===== config.mk =====
export PLATFORM = sky130hd
export DESIGN_NAME = canal_lock_sequencer
export DESIGN_NICKNAME = d
export VERILOG_FILES = /design/src/rtl/canal_pkg.sv /design/src/rtl/canal_lock_sequencer_timer.sv /design/src/rtl/canal_lock_sequencer.sv
export SDC_FILE = /design/constraint.sdc
export NUM_CORES = 1
export LEC_CHECK = 0
export CAP_MARGIN = 20
export CORE_MARGIN = 2
export CORE_UTILIZATION = 62
export CTS_BUF_LIST = sky130_fd_sc_hd__clkbuf_4
export DETAILED_ROUTE_END_ITERATION = 8
export MAX_ROUTING_LAYER = met4
export PLACE_DENSITY = 0.95
export REMOVE_ABC_BUFFERS = 1
export SETUP_SLACK_MARGIN = 0.02
export SLEW_MARGIN = 15
export SYNTH_ARGS = -nofsm -noshare
export SYNTH_HDL_FRONTEND = slang
export SYNTH_SLANG_ARGS = --single-unit
export TNS_END_PERCENT = 50

===== constraint.sdc =====
create_clock -name clk -period 5.2 [get_ports clk]
set_clock_uncertainty 0.05 [all_clocks]
set_input_delay 1.56 -clock clk [delete_from_list [all_inputs] [get_ports clk]]
set_output_delay 1.56 -clock clk [all_outputs]
set_load 0.05 [all_outputs]

===== src/rtl/canal_pkg.sv =====
// Shared types for the canal lock sequencer: FSM states and gate side.
package canal_pkg;

    typedef enum logic [3:0] {
        IDLE,
        PREP,
        OPEN_IN,
        WAIT_IN,
        CLOSE_IN,
        MOVE,
        OPEN_OUT,
        WAIT_OUT,
        CLOSE_OUT
    } lock_state_t;

    typedef enum logic {
        DOWN = 1'b0,
        UP   = 1'b1
    } side_t;

    // The gate facing the entry gate across the chamber.
    function automatic side_t other_side(input side_t s);
        return (s == UP) ? DOWN : UP;
    endfunction

endpackage


===== src/rtl/canal_lock_sequencer_timer.sv =====
// Per-state cycle timer: cleared on every state change, saturates instead of wrapping.
// Done flags rise once the current state has lasted GATE_CYC or ENTER_TO cycles.
module lock_timer #(
    parameter int GATE_CYC = 8,
    parameter int ENTER_TO = 200,
    parameter int CNT_W    = 8
) (
    input  logic clk,
    input  logic reset,
    input  logic clear,
    output logic gate_done,
    output logic enter_done
);

    logic [CNT_W-1:0] cnt;

    // Count cycles spent in the current state; hold at all-ones.
    always_ff @(posedge clk or negedge reset) begin
        if (!reset) begin
            cnt <= '0;
        end else if (clear) begin
            cnt <= '0;
        end else if (cnt != '1) begin
            cnt <= cnt + 1'b1;
        end
    end

    // cnt is 0 on the first cycle of a state, so N cycles have elapsed when cnt reaches N-1.
    assign gate_done  = (cnt >= CNT_W'(GATE_CYC - 1));
    assign enter_done = (cnt >= CNT_W'(ENTER_TO - 1));

endmodule


===== src/rtl/canal_lock_sequencer.sv =====
// Canal lock sequencer: latches boat arrivals at both gates, arbitrates round-robin,
// commands the water-level controller and sequences gates and lights for one boat at a time.
module canal_lock_sequencer
    import canal_pkg::*;
#(
    parameter int GATE_CYC = 8,
    parameter int ENTER_TO = 200,
    parameter int CNT_W    = 8
) (
    input  logic clk,
    input  logic reset,
    input  logic arrive_up,
    input  logic arrive_down,
    input  logic boat_in,
    input  logic water_high,
    input  logic water_low,
    output logic w_up,
    output logic w_down,
    output logic gate_up_open,
    output logic gate_down_open,
    output logic light_up,
    output logic light_down,
    output logic busy
);

    lock_state_t state, state_nxt;
    side_t       side, side_nxt;           // entry side of the boat being served
    side_t       last_srv, last_srv_nxt;
    logic        lvl_high, lvl_high_nxt;   // believed chamber water level
    logic        pend_up, pend_up_nxt;
    logic        pend_down, pend_down_nxt;
    logic        abort, abort_nxt;         // entry timed out, skip the crossing
    logic        wsent, wsent_nxt;         // water command already pulsed in this state
    logic        timer_clear;
    logic        gate_done, enter_done;
    logic        need_high;
    side_t       oside;

    assign need_high = (side == UP);
    assign oside     = other_side(side);

    lock_timer #(
        .GATE_CYC (GATE_CYC),
        .ENTER_TO (ENTER_TO),
        .CNT_W    (CNT_W)
    ) u_timer (
        .clk        (clk),
        .reset      (reset),
        .clear      (timer_clear),
        .gate_done  (gate_done),
        .enter_done (enter_done)
    );

    // State and bookkeeping registers; reset abandons any sequence in progress.
    always_ff @(posedge clk or negedge reset) begin
        if (!reset) begin
            state     <= IDLE;
            side      <= DOWN;
            last_srv  <= DOWN;
            lvl_high  <= 1'b0;
            pend_up   <= 1'b0;
            pend_down <= 1'b0;
            abort     <= 1'b0;
            wsent     <= 1'b0;
        end else begin
            state     <= state_nxt;
            side      <= side_nxt;
            last_srv  <= last_srv_nxt;
            lvl_high  <= lvl_high_nxt;
            pend_up   <= pend_up_nxt;
            pend_down <= pend_down_nxt;
            abort     <= abort_nxt;
            wsent     <= wsent_nxt;
        end
    end

    // Next-state, arbitration and output decode.
    always_comb begin
        state_nxt      = state;
        side_nxt       = side;
        last_srv_nxt   = last_srv;
        lvl_high_nxt   = lvl_high;
        pend_up_nxt    = pend_up | arrive_up;
        pend_down_nxt  = pend_down | arrive_down;
        abort_nxt      = abort;
        wsent_nxt      = wsent;
        w_up           = 1'b0;
        w_down         = 1'b0;
        gate_up_open   = 1'b0;
        gate_down_open = 1'b0;
        light_up       = 1'b0;
        light_down     = 1'b0;
        busy           = (state != IDLE);

        case (state)
            IDLE: begin
                // An arrival on the granting cycle for the same side is dropped with the clear.
                if (pend_up && (!pend_down || last_srv == DOWN)) begin
                    side_nxt     = UP;
                    last_srv_nxt = UP;
                    pend_up_nxt  = 1'b0;
                    abort_nxt    = 1'b0;
                    state_nxt    = PREP;
                end else if (pend_down) begin
                    side_nxt      = DOWN;
                    last_srv_nxt  = DOWN;
                    pend_down_nxt = 1'b0;
                    abort_nxt     = 1'b0;
                    state_nxt     = PREP;
                end
            end
            PREP: begin
                if (lvl_high == need_high) begin
                    state_nxt = OPEN_IN;
                end else if (!wsent) begin
                    w_up      = need_high;
                    w_down    = !need_high;
                    wsent_nxt = 1'b1;
                end else if (need_high ? water_high : water_low) begin
                    lvl_high_nxt = !lvl_high;
                    state_nxt    = OPEN_IN;
                end
            end
            OPEN_IN: begin
                gate_up_open   = (side == UP);
                gate_down_open = (side == DOWN);
                if (gate_done) state_nxt = WAIT_IN;
            end
            WAIT_IN: begin
                gate_up_open   = (side == UP);
                gate_down_open = (side == DOWN);
                light_up       = (side == UP);
                light_down     = (side == DOWN);
                if (boat_in) begin
                    state_nxt = CLOSE_IN;
                end else if (enter_done) begin
                    abort_nxt = 1'b1;
                    state_nxt = CLOSE_IN;
                end
            end
            CLOSE_IN: begin
                if (gate_done) state_nxt = abort ? IDLE : MOVE;
            end
            MOVE: begin
                if (!wsent) begin
                    w_up      = (oside == UP);
                    w_down    = (oside == DOWN);
                    wsent_nxt = 1'b1;
                end else if ((oside == UP) ? water_high : water_low) begin
                    lvl_high_nxt = !lvl_high;
                    state_nxt    = OPEN_OUT;
                end
            end
            OPEN_OUT: begin
                gate_up_open   = (oside == UP);
                gate_down_open = (oside == DOWN);
                if (gate_done) state_nxt = WAIT_OUT;
            end
            WAIT_OUT: begin
                gate_up_open   = (oside == UP);
                gate_down_open = (oside == DOWN);
                light_up       = (oside == UP);
                light_down     = (oside == DOWN);
                if (!boat_in || enter_done) state_nxt = CLOSE_OUT;
            end
            CLOSE_OUT: begin
                if (gate_done) state_nxt = IDLE;
            end
            default: state_nxt = IDLE;
        endcase

        // Every state change restarts the timer and re-arms the water command.
        timer_clear = (state_nxt != state);
        if (timer_clear) wsent_nxt = 1'b0;
    end

endmodule


==> impl_metrics.yaml <==
pwr:
  net-switching-power_w: 0.000447
  power_total_w: 0.000866
  power.leakage_nw: 0.561
  switching_share_pct: 51.6
  worst_ir_drop_vdd_v: 0.000290
  power_per_cell_area_mw_per_mm2: 607
  clock_power_share_pct: 8.1
  pint_w: 0.000419
  p_comb_share_pct: 60.9
  share_seq_of_total_power_pct: 31.0
detailed_routing:
  drt_pre_antenna_iters: 4
  drt_wl_total_um: 2790
  num_vias: 1113
  drt_first_iter_violations: 33
  ant_nets: 0
  detail_route.drc_violations: 0
  route.detailed.wl_per_inst_um: 15.6
  post_drt_via_cell_ratio: 6.25
logic_synthesis:
  synth_warnings: 0
  synth-async-reset-ratio_pct: 100
  yosysMostFrequentCell: "dfrtp_1"
  netlist.area_leader.share_pct: 35.1
  ys_top_cells_by_area: "dfrtp_1 35%, nor2_1 4.4%, nor4_2 3.9%"
  synthesis.area_per_instance_um2: 9.10
  syn_inst: 141
  synth_commonest_cells: "18 x dfrtp_1, 15 x nor2_1, 9 x nand2_1, 8 x nand3_1"
  synth-edff-count: 0
  synth-seq-area-share_pct: 35.1
  number_of_distinct_standard_cells_referenced_by_the_synthesized_netlist: 44
  synth.cell_area_mm2: 0.00128
  ys.flop_type: "dfrtp_1"
  yosys.area.top_type: "dfrtp_1"
  postSynthRegisterBits: 18
timing:
  setup_repair_after_global_routing_missed_its_margin: "no"
  maxSlewViolCount: 0
  totalNegativeSetupSlack_ns: 0
  final_min_period_over_clock_period_pct: 78.9
  worst_margin_pin_slew_ns: 0.850
  setup_viol: 0
  timing.final.crit_period_ns: 4.10
  slew_headroom_pct: 43.1
  hold_ws_ns: 0.485
  final-hold-violation-count: 0
  max_clock_freq_mhz: 244
hold_path:
  hp-start: "lvl_high"
  hold_path_class: "reg2reg"
global_routing:
  total_congestion_overflow: 0
  grt_pass1_wl_um: 4700
  grt_start_max_net_pins: 19
  grt_pass1_vias: 1111
  initial_antenna_violation_count: 0
  grt_util_all_layers_pct: 25.1
layout:
  antenna_diode_count: 0
  finalInstanceArea_mm2: 0.00143
  post_route_cells_drive_above_1_share_pct: 9.27
  area_added_between_synthesis_and_finish_pct: 11.1
  finish.net_count: 160
clock_network:
  numClockSinks: 18
  cts.htree.levels: 1
  clk_root_buffer_cell: "clkbuf_4"
  cts.repair_timing.setup_buffer_count: 0
  clk_transition_reported_paths_ns: 0.11
  worstSkewPairLatency_ns: 0.29
  cts_buffers: 3
  cts_tree: "done"
  cts_hold_buf: 0
  clock_path_buffers: 2
  post_cts.resized_instances: 0
floorplanning:
  num_rows: 16
  initial_core_util_pct: 65.4
  pin_count: 14
  core-area_mm2: 0.00196
  fp.dieW_um: 49.5
  dieArea_mm2: 0.00245
  die_extent_in_y_um: 49.5
critical_path:
  worst-endpoint-arrival_ns: 2.49
  critical_path.reg2reg.startpoint: "state[0]"
  capturing_element_type_of_the_critical_path: "primary output"
  crit_path_start: "state[0]"
  criticalPathCategory: "reg2out"
  critPathLaunchType: "flop"
  cp.required_ns: 3.59
  worst-path-max-fanout: 14
placed_design:
  global_placement_routability_congestion: 0.847
  portBuffers: 13
  dpl-instance-area_mm2: 0.00140
  post-dp-hpwl_um: 2090
run_status:
  outcome: "complete, no violations"
flow_run:
  maxCapViolations: 0
-- cells by family (layout without fill, tap and decap cells) --
family,after synthesis,in the layout,share of synthesized area (%)
AND/OR/NAND/NOR,68,68,30.9
AO/OA/AOI/OAI,34,34,21.8
flip-flops,18,18,35.1
buffers and inverters,11,21,4.87
XOR/XNOR,7,7,4.78
multiplexers,2,2,1.56
adder cells (fa/ha/maj),1,1,0.975
-- critical path: stages (launching register included) --
cell and delay [ns]:
dfrtp_1 0.62, or3b_1 0.41, nor2_1 0.22, o21a_1 0.16, clkdlybuf4s50_1 0.79
-- final cells by class --
class	count	area, µm²
multi-input cells	112	771
fillers	163	536
flip-flops and latches	18	450
repair buffers	13	130
well taps	27	33.8
clock buffers	3	22.5
inverters	4	15.0
clock inverters	1	3.75
-- flip-flops by register name, indices dropped and copies added (netlist names) --
| name | cells |
|---|---|
| u_timer.cnt | 8 |
| state | 4 |
| pend_down | 1 |
| last_srv | 1 |
| abort | 1 |
| lvl_high | 1 |
| wsent | 1 |
| pend_up | 1 |
-- power by group through the flow --
stage	clock network (W)	logic (W)	registers [W]
detailed placement	0	0.000525	0.000269
global placement	0	0.000509	0.000264
floorplan	0	0.000408	0.000250
CTS	0.0000738	0.000527	0.000266
finish	0.0000705	0.000528	0.000268
global route	0.0000794	0.000570	0.000278
-- per-stage QoR --
step	util [%]	worst slack, ns	instances
finish	72.7	1.10	178
global route	72.7	1.00	178
CTS	72.7	1.10	178
detailed placement	71.4	1.43	174
global placement	71.4	1.50	174
floorplan	-	2.05	134
-- worst paths after layout --
check                            endpoint  slack, ns  depth (start not counted)
setup / recovery                   w_down       1.10                          4
hold / removal                   lvl_high       0.49                          1
setup reg to reg           u_timer.cnt[3]       2.93                          5
hold reg to reg                  lvl_high       0.49                          1
max in group asynchronous         pend_up       2.88                          1
min in group asynchronous           abort       1.69                          1
-- per-layer routing --
metal | vias to the layer above | track usage [%] | part of all wire [%] | routed length (µm)
met3 | 3 | 3.64 | 2.4 | 66
met1 | 548 | 28.9 | 43 | 1190
met2 | 21 | 46.2 | 54 | 1510
met5 | - | - | 0 | 0
li1 | 541 | - | - | -
met4 | 0 | 5.56 | 0.54 | 15
-- cell usage in the layout, fill, tap and decap left out, drive strengths merged, types with 3 or more instances in the layout --
cell	count
dfrtp	18
nor2	15
clkdlybuf4s50	13
nand2	9
nand3	8
o21ai	8
a21oi	7
nand2b	6
nor3	5
nor4	5
xnor2	4
inv	4
and2	4
a31oi	4
nand3b	3
o21a	3
xor2	3
and3	3
clkbuf	3
No activity file was read; power rests on OpenSTA's default activity.
